## src/rtl/spi_reg_bridge.sv

```systemverilog
// spi_reg_bridge: bridges an SPI peripheral's async strobes onto a single-beat register bus.
// Ports: clk_i/rst_n_i (sync, active low); SPI side cs_i, per_addr_i, per_data_i, per_wr_i,
//   per_wr_done_o, per_req_i, per_data_o, per_rd_o; register bus bus_addr_o, bus_wdata_o,
//   bus_we_o, bus_re_o, bus_rdata_i, bus_ack_i.
// Option: define SPI_BRIDGE_TIMEOUT_EN to complete a bus cycle after TIMEOUT_CYCLES without ack
//   (reads then return 8'hFF, writes still report done).
module spi_reg_bridge #(
  parameter logic [7:0]  TIMEOUT_CYCLES = 8'd255,
  parameter logic [15:0] FIFO_BASE      = 16'h0024
) (
  input  logic        clk_i,
  input  logic        rst_n_i,
  input  logic        cs_i,
  input  logic [15:0] per_addr_i,
  input  logic [7:0]  per_data_i,
  input  logic        per_wr_i,
  output logic        per_wr_done_o,
  input  logic        per_req_i,
  output logic [7:0]  per_data_o,
  output logic        per_rd_o,
  output logic [15:0] bus_addr_o,
  output logic [7:0]  bus_wdata_o,
  output logic        bus_we_o,
  output logic        bus_re_o,
  input  logic [7:0]  bus_rdata_i,
  input  logic        bus_ack_i
);

  typedef enum logic [1:0] {IDLE, WR, RD, RD_HOLD} state_t;

  state_t      state_q, state_d;
  // [0],[1] synchronizer, [2] history for edge detection
  logic [2:0]  cs_sh_q, cs_sh_d;
  logic [2:0]  wr_sh_q, wr_sh_d;
  logic [2:0]  rq_sh_q, rq_sh_d;
  logic [1:0]  off_q, off_d;
  logic        pend_q, pend_d;
  logic        abort_q, abort_d;
  logic [15:0] addr_q, addr_d;
  logic [7:0]  wdata_q, wdata_d;
  logic        we_q, we_d;
  logic        re_q, re_d;
  logic [7:0]  pdata_q, pdata_d;
  logic        prd_q, prd_d;
  logic        done_q, done_d;
`ifdef SPI_BRIDGE_TIMEOUT_EN
  logic [7:0]  tmo_q, tmo_d;
  logic        tmo_hit;
`endif

  logic        cs_sync, cs_rise;
  logic        wr_rise;
  logic        rq_sync, rq_rise;
  logic        in_fifo;
  logic [15:0] tgt_addr;
  logic        done_tx;
  logic        discard;
  logic [7:0]  rdat;

  assign cs_sync = cs_sh_q[1];
  assign cs_rise = cs_sh_q[1] & ~cs_sh_q[2];
  assign wr_rise = wr_sh_q[1] & ~wr_sh_q[2];
  assign rq_sync = rq_sh_q[1];
  assign rq_rise = rq_sh_q[1] & ~rq_sh_q[2];

  // FIFO window addresses are non-incrementing
  assign in_fifo  = (per_addr_i - FIFO_BASE) < 16'd4;
  assign tgt_addr = in_fifo ? per_addr_i
                            : per_addr_i + {14'd0, off_q};

  // a cs rise during the bus cycle drops its result
  assign discard = abort_q | cs_rise;

  always_comb begin
    done_tx = bus_ack_i;
    rdat    = bus_rdata_i;
`ifdef SPI_BRIDGE_TIMEOUT_EN
    tmo_hit = ({1'b0, tmo_q} + 9'd1) >= {1'b0, TIMEOUT_CYCLES};
    if (!bus_ack_i && tmo_hit) begin
      done_tx = 1'b1;
      rdat    = 8'hFF;
    end
`endif
  end

  always_comb begin
    cs_sh_d = {cs_sh_q[1:0], cs_i};
    wr_sh_d = {wr_sh_q[1:0], per_wr_i};
    rq_sh_d = {rq_sh_q[1:0], per_req_i};
    state_d = state_q;
    off_d   = off_q;
    pend_d  = pend_q;
    abort_d = abort_q;
    addr_d  = addr_q;
    wdata_d = wdata_q;
    we_d    = we_q;
    re_d    = re_q;
    pdata_d = pdata_q;
    prd_d   = prd_q;
    done_d  = 1'b0;
`ifdef SPI_BRIDGE_TIMEOUT_EN
    tmo_d   = tmo_q;
`endif

    unique case (state_q)
      IDLE: begin
`ifdef SPI_BRIDGE_TIMEOUT_EN
        tmo_d = 8'd0;
`endif
        abort_d = 1'b0;
        if (wr_rise) begin
          state_d = WR;
          addr_d  = tgt_addr;
          wdata_d = per_data_i;
          we_d    = 1'b1;
          if (rq_rise) pend_d = 1'b1;
        end else if (rq_rise || pend_q) begin
          state_d = RD;
          addr_d  = tgt_addr;
          re_d    = 1'b1;
          pend_d  = 1'b0;
        end
      end
      WR: begin
`ifdef SPI_BRIDGE_TIMEOUT_EN
        tmo_d = tmo_q + 8'd1;
`endif
        if (rq_rise) pend_d = 1'b1;
        if (cs_rise) abort_d = 1'b1;
        if (done_tx) begin
          we_d    = 1'b0;
          state_d = IDLE;
          if (!discard) begin
            done_d = 1'b1;
            off_d  = off_q + 2'd1;
          end
        end
      end
      RD: begin
`ifdef SPI_BRIDGE_TIMEOUT_EN
        tmo_d = tmo_q + 8'd1;
`endif
        if (cs_rise) abort_d = 1'b1;
        if (done_tx) begin
          re_d = 1'b0;
          if (discard) begin
            state_d = IDLE;
          end else begin
            pdata_d = rdat;
            prd_d   = 1'b1;
            off_d   = off_q + 2'd1;
            state_d = RD_HOLD;
          end
        end
      end
      RD_HOLD: begin
        if (!rq_sync) begin
          prd_d   = 1'b0;
          state_d = IDLE;
        end
      end
      default: state_d = IDLE;
    endcase

    if (cs_sync) begin
      off_d  = 2'd0;
      pend_d = 1'b0;
    end
  end

  always_ff @(posedge clk_i) begin
    if (!rst_n_i) begin
      state_q <= IDLE;
      cs_sh_q <= 3'd0;
      wr_sh_q <= 3'd0;
      rq_sh_q <= 3'd0;
      off_q   <= 2'd0;
      pend_q  <= 1'b0;
      abort_q <= 1'b0;
      addr_q  <= 16'd0;
      wdata_q <= 8'd0;
      we_q    <= 1'b0;
      re_q    <= 1'b0;
      pdata_q <= 8'h00;
      prd_q   <= 1'b0;
      done_q  <= 1'b0;
`ifdef SPI_BRIDGE_TIMEOUT_EN
      tmo_q   <= 8'd0;
`endif
    end else begin
      state_q <= state_d;
      cs_sh_q <= cs_sh_d;
      wr_sh_q <= wr_sh_d;
      rq_sh_q <= rq_sh_d;
      off_q   <= off_d;
      pend_q  <= pend_d;
      abort_q <= abort_d;
      addr_q  <= addr_d;
      wdata_q <= wdata_d;
      we_q    <= we_d;
      re_q    <= re_d;
      pdata_q <= pdata_d;
      prd_q   <= prd_d;
      done_q  <= done_d;
`ifdef SPI_BRIDGE_TIMEOUT_EN
      tmo_q   <= tmo_d;
`endif
    end
  end

  assign bus_addr_o    = addr_q;
  assign bus_wdata_o   = wdata_q;
  assign bus_we_o      = we_q;
  assign bus_re_o      = re_q;
  assign per_data_o    = pdata_q;
  assign per_rd_o      = prd_q;
  assign per_wr_done_o = done_q;

endmodule
```

## config.mk

```make
export PLATFORM = sky130hd
export DESIGN_NAME = spi_reg_bridge
export DESIGN_NICKNAME = d
export VERILOG_FILES = /design/src/rtl/spi_reg_bridge.sv
export SDC_FILE = /design/constraint.sdc
export NUM_CORES = 1
export LEC_CHECK = 0
export CORE_ASPECT_RATIO = 0.9
export CORE_MARGIN = 2
export CORE_UTILIZATION = 35
export DETAILED_ROUTE_END_ITERATION = 6
export SETUP_SLACK_MARGIN = 0.2
export SLEW_MARGIN = 15
export SYNTH_ARGS = -nofsm -noshare
export SYNTH_HDL_FRONTEND = slang
export SYNTH_SLANG_ARGS = --single-unit
```

## constraint.sdc

```tcl
create_clock -name clk_i -period 3.85 [get_ports clk_i]
set_clock_uncertainty 0.05 [all_clocks]
set_input_delay 0.77 -clock clk_i [delete_from_list [all_inputs] [get_ports clk_i]]
set_output_delay 0.77 -clock clk_i [all_outputs]
set_load 0.05 [all_outputs]
```

==> metrics.sh, run 1 <==
LAYOUT-DRIVE-GT1-SHARE_PCT=3.40
SYNTH_TOP_CELLS_BY_AREA='sky130_fd_sc_hd__dfxtp_1 43%, sky130_fd_sc_hd__a21oi_1 6.9%, sky130_fd_sc_hd__nand3_1 4.8%'
SYN_AREA_MM2=0.00239
FRACTION_OF_SYNTHESIZED_CELL_AREA_TAKEN_BY_THE_TOP_AREA_CELL_TYPE_PCT=42.7
ANTENNA_CELLS=0
POST_SYNTH_INST_COUNT=286
CRITICAL_PATH_CLASS='in2reg'
ASYNC_FLOP_SHARE_PCT=0
NFILLCELLS=673
DRT.ANTENNA.VIOLATING_NETS=0
FLOORPLAN.CORE_AREA_MM2=0.00659
FLOW.AREA_GROWTH_FROM_SYNTHESIS_PCT=37.9
TIMING.CRITICAL_PATH.REQUIRED_PS=4040
YOSYS_WARNINGS=0
WORST_SETUP_HOLD_PATH_CLK_SLEW_PS=100
SYN_AREA_PER_CELL_UM2=8.36
COUNT_OF_STATE_ELEMENTS_AFTER_SYNTHESIS=51
VDD_DROP_MAX_uV=237
LAYOUT.CORE_UTILIZATION_PCT=50.1
CRIT_CHAIN='clkdlybuf4s50_1 > ha_1 > inv_1 > fa_1 > nand2b_1 > or2_1 > or3_1 > a31oi_1'
GRT_PASS1_WL_MM=9.80
CTS_TREE='done'
NUMBER_OF_DRC_VIOLATIONS_AFTER_DETAILED_ROUTING_ITERATION_0=84
CTS_SETUP_BUFFERS=0
DETAIL_ROUTE.WL_PER_CELL_UM=13.3
PATH_MAX_FANOUT=4
IO_PINS=74
CLOCK_TREE.ROOT_CELL='sky130_fd_sc_hd__clkbuf_8'
CRITICAL_PATH_BUF_INV_COUNT=2
POST_SYNTHESIS_SEQUENTIAL_AREA_RATIO_PCT=42.7
MAX_CAP_VIOLATIONS=0
OUTCOME='finished, final reports clean'
DIE_W_UM=91.1
HOLDCRITPATHCLASS='reg2reg'
CTS_SINKS=51
FINAL_NETS=397
DOMINANTREGCELLSYNTH='sky130_fd_sc_hd__dfxtp_1'
GLOBALPLACE.CONGESTION=0.818
MAXSLEWHEADROOM_PCT=33.9
DETAIL_ROUTE.DRC_VIOLATIONS=0
DRTPASS1ITERATIONS=4
SYNTH_TOP_CELLS_BY_COUNT='51 x sky130_fd_sc_hd__dfxtp_1, 33 x sky130_fd_sc_hd__a21oi_1, 27 x sky130_fd_sc_hd__nand2_1'
ROUTE.VIAS.TOTAL=2240
PATH_DELAY_FAMILY='simple AND/OR/NAND/NOR gates'
YS_TYPES=46
YOSYS.CELL_COUNT.TOP_TYPE='sky130_fd_sc_hd__dfxtp_1'
SYNTH_XOR_AREA_SHARE_PCT=4.39
TIMING.FINAL.SETUP_VIOLATIONS=0
CTS_BUFFERS=5
TRACK_USAGE_PCT=16.2
INITIAL_STANDARD_CELL_UTILIZATION_OF_THE_CORE_PCT=36.3
CTSRESIZECOUNT=0
ROUTED_WL_MM=5.91
LARGEST_NET_DEGREE_AT_THE_START_OF_GLOBAL_ROUTING=30
CLK_PATH_BUF_DEPTH=2
CP_SLOWEST_CELL='sky130_fd_sc_hd__clkdlybuf4s50_1'
GRT_SETUP_UNREPAIRED='no'
CRITICAL_PATH_DATA_ARRIVAL_TIME_PS=2940
WORSTSKEWPAIRLATENCY_PS=300
WORST_PIN_SLEW_PS=992
FINALSETUPTNS_PS=0
AREA_OF_THE_DIE_MM2=0.00751
SYNTH-COMPOUND-AREA-SHARE_PCT=18.5
FP-ROW-COUNT=28
PROPORTION_OF_SYNTHESIZED_AREA_IN_MUX_CELLS_PCT=0
LAYOUT_MIN_CYCLE_TIME_PS=2750
FINALCRITPERIODSHARE_PCT=71.4
POWER_PER_CELL_AREA_mW_PER_MM2=502
POST_SYNTH_FA_HA_MAJ_AREA_FRACTION_PCT=3.97
SYNTH_ENABLE_FLOP_CELLS=0
DPL.HPWL_MM=4.19
CRITPATHMAXSTAGEDELAY_PS=480
COMBINATIONAL_FAMILY_WITH_THE_MOST_AREA_AFTER_SYNTHESIS='simple AND/OR/NAND/NOR gates'
POSTCTSHOLDBUFS=0
NUMBER_OF_GLOBAL_ROUTE_VIAS_BEFORE_REPAIR=2048
R2R_SETUP_SLACK_PS=1460
TIMING.CRITICAL_PATH.TO_TYPE='flip-flop'
CRIT_PATH_START_KIND='primary input'
SYNTHESIS.NETS=331
SYNTHDOMINANTAREACELLTYPE='sky130_fd_sc_hd__dfxtp_1'
MAXSLEWVIOLCOUNT=0
CLOCK_TREE.HTREE_LEVEL_COUNT=2
OVERFLOW=0
TOTAL_LEAKAGE_POWER_nW=1.14
MAX_FREQ_GHz=0.364
NUMBER_OF_BUFFER_CELLS_ADDED_ON_PRIMARY_PORTS=73
INITIAL_ANTENNA_VIOLATION_COUNT=0
YOSYS.AREA_SHARE.SIMPLE_PCT=25.7
FP.DIEH_UM=82.4
ROUTE.DETAILED.VIAS_PER_INST=5.06
HOLD_VIOL=0
-- metal layers --
layer	global-route usage [%]	part of all wire (%)
met5	0	0
met4	4.85	0.88
met2	25.3	43
met1	22.5	52
met3	3.63	4.8
-- metrics by stage --
stage	setup slack [ps]	power, mW	hold WS (ps)	cells	instance area (um^2)
floorplan	1440	1.07	362	286	2390
global placement	839	1.27	368	435	3180
detailed placement	788	1.28	371	435	3180
CTS	1120	1.67	393	443	3300
global route	980	1.75	415	443	3300
finish	1100	1.66	391	443	3300
-- cell families after synthesis --
group	after synthesis
and+or+nand+nor	114
AOI/OAI and AO/OA	74
DFF	51
buffers and inverters	28
xor gates and xnor gates	12
adders and majority gates	7
-- report_power, final --
group	total, mW	internal [mW]	switching, mW
combinational	0.626	0.225	0.400
clock	0.392	0.211	0.181
sequential	0.640	0.596	0.0438
total	1.66	1.03	0.625
-- registers in the layout, summed over array words and instances, names as in the netlist --
signal and cells:
per_wr_done_o 1, per_data_o 8, off_q 2, cs_sh_q 3, state_q 2, rq_sh_q 3
abort_q 1, bus_wdata_o 8, wr_sh_q 3, pend_q 1, bus_re_o 1, per_rd_o 1
bus_we_o 1, bus_addr_o 16
-- layout by cell type (no fill, tap or decap), drive strengths merged, types with 3 or more instances in the layout --
cell / n
clkbuf: 6
a211oi: 5
inv: 11
or3: 3
dfxtp: 51
xnor2: 7
and4: 3
and3: 3
xor2: 5
and2: 9
nand2b: 5
nor4: 4
o21a: 4
nand4: 8
o211ai: 5
clkdlybuf4s50: 73
o21ai: 15
a21oi: 33
nand2: 27
nor2: 12
ha: 6
nor3: 5
nand3: 23
-- worst paths after layout --
check	start	end	cells after the start
max	per_addr_i[0]	bus_addr_o[12]	8
min	cs_sh_q[0]	cs_sh_q[1]	1
max reg2reg	state_q[0]	bus_addr_o[2]	5
min reg2reg	cs_sh_q[0]	cs_sh_q[1]	1
-- layout make-up --
| cell class | instances | area, um^2 | share of cell area [%] |
|---|---|---|---|
| Sequential cell | 51 | 1020 | 31.0 |
| Multi-Input combinational cell | 207 | 1260 | 38.1 |
| Clock inverter | 2 | 35.0 | 1.06 |
| Tap cell | 90 | 113 | 3.41 |
| Clock buffer | 6 | 82.6 | 2.50 |
| Timing Repair Buffer | 75 | 746 | 22.6 |
| Inverter | 12 | 45.0 | 1.37 |
(Power assumes the default switching activity.)
==> run 2, diff against run 1 <==
Clock period 3.85 ns to 2.55 ns, I/O delays scaled along.
==> run 2 against run 1 <==
  * Clock power grew 18%
  * Critical endpoint unchanged
  * Utilization rose by 0.87 points
  * Cell count is 2.3% higher
  * Largest power group is now combinational logic
==> metrics.sh, run 2 (synthesis results as in run 1) <==
GRTUSAGEMET1_PCT=21.8
MIN_FROM='wr_sh_q[0]'
P_CLK_SHARE_PCT=19.3
DETAIL_ROUTE.DRC_VIOLATIONS=0
AREA_OF_THE_DIE_MM2=0.00751
DRT.ANTENNA.VIOLATING_NETS=0
IO_PINS=74
CLOCK_TREE.HTREE_LEVEL_COUNT=2
POWER_PER_CELL_AREA_mW_PER_MM2=715
POWER.SHARE.COMBINATIONAL_PCT=40.5
TIMING.CRITICAL_PATH.REQUIRED_PS=2740
CRIT_PATH_START_KIND='primary input'
OUTCOME='finished, final reports clean'
POWER.SWITCHING_mW=0.945
CP_SLOWEST_CELL='sky130_fd_sc_hd__clkdlybuf4s50_1'
FF2FF_PATH_DEPTH=7
MAX_CAP_VIOLATIONS=0
CTS_SINKS=51
NUMBER_OF_GLOBAL_ROUTE_VIAS_BEFORE_REPAIR=2067
CRITICAL_PATH_DATA_ARRIVAL_TIME_PS=2450
TIMING.HOLD.WS_PS=388
ROUTED_WL_MM=5.84
DPL.HPWL_MM=4.24
FP-ROW-COUNT=28
MAX_FREQ_GHz=0.442
HOLDCRITPATHCLASS='reg2reg'
CRITPATHMAXSTAGEDELAY_PS=480
WORSTSKEWPAIRLATENCY_PS=310
PWR-SHARE-SEQ_PCT=40.2
NUMBER_OF_BUFFER_CELLS_ADDED_ON_PRIMARY_PORTS=73
CLK_PATH_BUF_DEPTH=2
LARGEST_NET_DEGREE_AT_THE_START_OF_GLOBAL_ROUTING=30
GRT.MET3_USAGE_PCT=3.99
TOTAL_LEAKAGE_POWER_nW=1.17
LAYOUT-DRIVE-GT1-SHARE_PCT=6.89
CRITICAL_PATH_CLASS='in2reg'
CELL_INTERNAL_PWR_mW=1.46
WORST_HOLD_PATH.ENDPOINT='wr_sh_q[1]'
LAYOUT.CELLS.MOST_COMMON='sky130_fd_sc_hd__clkdlybuf4s50_1'
OVERFLOW=0
FINALCRITPERIODSHARE_PCT=88.7
LAUNCH_INSTANCE_OF_THE_WORST_REGISTER_TO_REGISTER_PATH='off_q[0]'
POSTCTSHOLDBUFS=0
CTS_BUFFERS=5
FP.DIEH_UM=82.4
INITIAL_STANDARD_CELL_UTILIZATION_OF_THE_CORE_PCT=36.3
R2R_SETUP_SLACK_PS=520
TIMING.FINAL.SETUP_VIOLATIONS=0
REPORT.POWER.TOTAL_mW=2.40
VDD_DROP_MAX_uV=353
GLOBAL_ROUTE.USAGE.MET2_PCT=25.5
GRT_SETUP_UNREPAIRED='no'
NUMBER_OF_DRC_VIOLATIONS_AFTER_DETAILED_ROUTING_ITERATION_0=81
FLOORPLAN.CORE_AREA_MM2=0.00659
LAYOUT_MIN_CYCLE_TIME_PS=2260
FINAL_NETS=407
HOLD_VIOL=0
CTS_TREE='done'
WORST_PIN_SLEW_PS=655
MAXSLEWVIOLCOUNT=0
DRTPASS1ITERATIONS=4
DIE_W_UM=91.1
INITIAL_ANTENNA_VIOLATION_COUNT=0
PATH_MAX_FANOUT=3
TRACK_USAGE_PCT=16.2
FINAL_CELL_MIX='73 x sky130_fd_sc_hd__clkdlybuf4s50_1, 51 x sky130_fd_sc_hd__dfxtp_1, 33 x sky130_fd_sc_hd__a21oi_1'
ROUTE.DETAILED.VIAS_PER_INST=5.01
FLOW.AREA_GROWTH_FROM_SYNTHESIS_PCT=40.3
LARGEST_REG_FLOPS=16
WORSTHOLDPATHCELLS=1
CTS_SETUP_BUFFERS=0
ROUTE.VIAS.TOTAL=2268
TIMING.CRITICAL_PATH.TO_TYPE='flip-flop'
GRT_PASS1_WL_MM=9.83
CLOCK_TREE.ROOT_CELL='sky130_fd_sc_hd__clkbuf_8'
DETAIL_ROUTE.WL_PER_CELL_UM=12.9
ANTENNA_CELLS=0
NETSWITCHINGFRACTION_PCT=39.4
GRT_BUSIEST_LAYER='met2'
CRIT_CHAIN='clkdlybuf4s50_1 > ha_2 > inv_1 > fa_2 > nand2b_4 > or2_4 > or3_1 > a31oi_1'
GLOBALPLACE.CONGESTION=0.787
MAXSLEWHEADROOM_PCT=56.0
WORST_SETUP_HOLD_PATH_CLK_SLEW_PS=90
REG2REG_TO='bus_addr_o[12]'
run 2: changes by cell type in the layout (fill, tap and decap cells not counted):
cell                         previous run  this run
sky130_fd_sc_hd__buf_4                  2        12
sky130_fd_sc_hd__bufinv_16              1         0
sky130_fd_sc_hd__clkbuf_1               0         1
sky130_fd_sc_hd__clkbuf_8               6         5
sky130_fd_sc_hd__clkinvlp_4             0         1
sky130_fd_sc_hd__fa_1                   1         0
sky130_fd_sc_hd__fa_2                   0         1
sky130_fd_sc_hd__ha_1                   6         5
sky130_fd_sc_hd__ha_2                   0         1
sky130_fd_sc_hd__nand2b_1               5         4
sky130_fd_sc_hd__nand2b_4               0         1
sky130_fd_sc_hd__or2_1                  1         0
sky130_fd_sc_hd__or2_4                  0         1
run 2: worst max path at each step:
stage	start	to	slack, ps	depth (start not counted)
2_1_floorplan	per_addr_i[0]	bus_addr_o[12]	400	7
3_3_place_gp	per_addr_i[0]	bus_addr_o[12]	-120	8
3_5_place_dp	per_addr_i[0]	bus_addr_o[12]	-150	8
4_1_cts	per_addr_i[0]	bus_addr_o[12]	220	8
5_1_grt	per_addr_i[0]	bus_addr_o[12]	210	8
6_report	per_addr_i[0]	bus_addr_o[12]	290	8
run 2: metrics by stage:
step / cell area (um^2) / utilization (%) / setup slack, ps / instances / TNS [ps]
after global routing: 3360 / 50.9 / 207 / 453 / 0
final: 3360 / 50.9 / 288 / 453 / 0
after CTS: 3350 / 50.8 / 222 / 453 / 0
after detailed placement: 3260 / 49.4 / -147 / 445 / -172
after floorplan: 2390 / - / 400 / 286 / 0
after global placement: 3260 / 49.4 / -116 / 445 / -116
run 2: layout make-up:
cell class,count,area [um^2]
Multi-Input combinational cell,207,1270
Inverter,12,45.0
Fill cell,677,3230
Sequential cell,51,1020
Clock buffer,6,72.6
Tap cell,90,113
Clock inverter,2,12.5
Timing Repair Buffer,85,821
run 2: worst max-delay path: cells and delay by family:
kind / cells / cell delay (ps)
buffers and inverters: 2 / 530
AND/OR/NAND/NOR: 3 / 730
adder cells (fa/ha/maj): 2 / 530
AO/OA/AOI/OAI: 1 / 160
run 2: metal layers:
layer  routed length, um  vias to the layer above
met2                2520                       62
met1                2860                     1022
li1                    -                     1174
met4                  97                        0
met5                   0                        -
met3                 359                       10
run 2: repair_timing:
| item | CTS | global route |
|---|---|---|
| endpoints found under the setup margin | 1 | 1 |
| gates cloned | 0 | 0 |
| gates resized for setup | 1 | 3 |
run 2: power groups by stage:
stage	combinational, mW	clock [mW]	sequential [mW]
2_1_floorplan	0.374	0	1.24
3_3_place_gp	0.967	0	0.982
3_5_place_dp	0.969	0	0.982
4_1_cts	0.975	0.488	0.964
5_1_grt	1.05	0.513	0.978
6_report	0.972	0.464	0.965
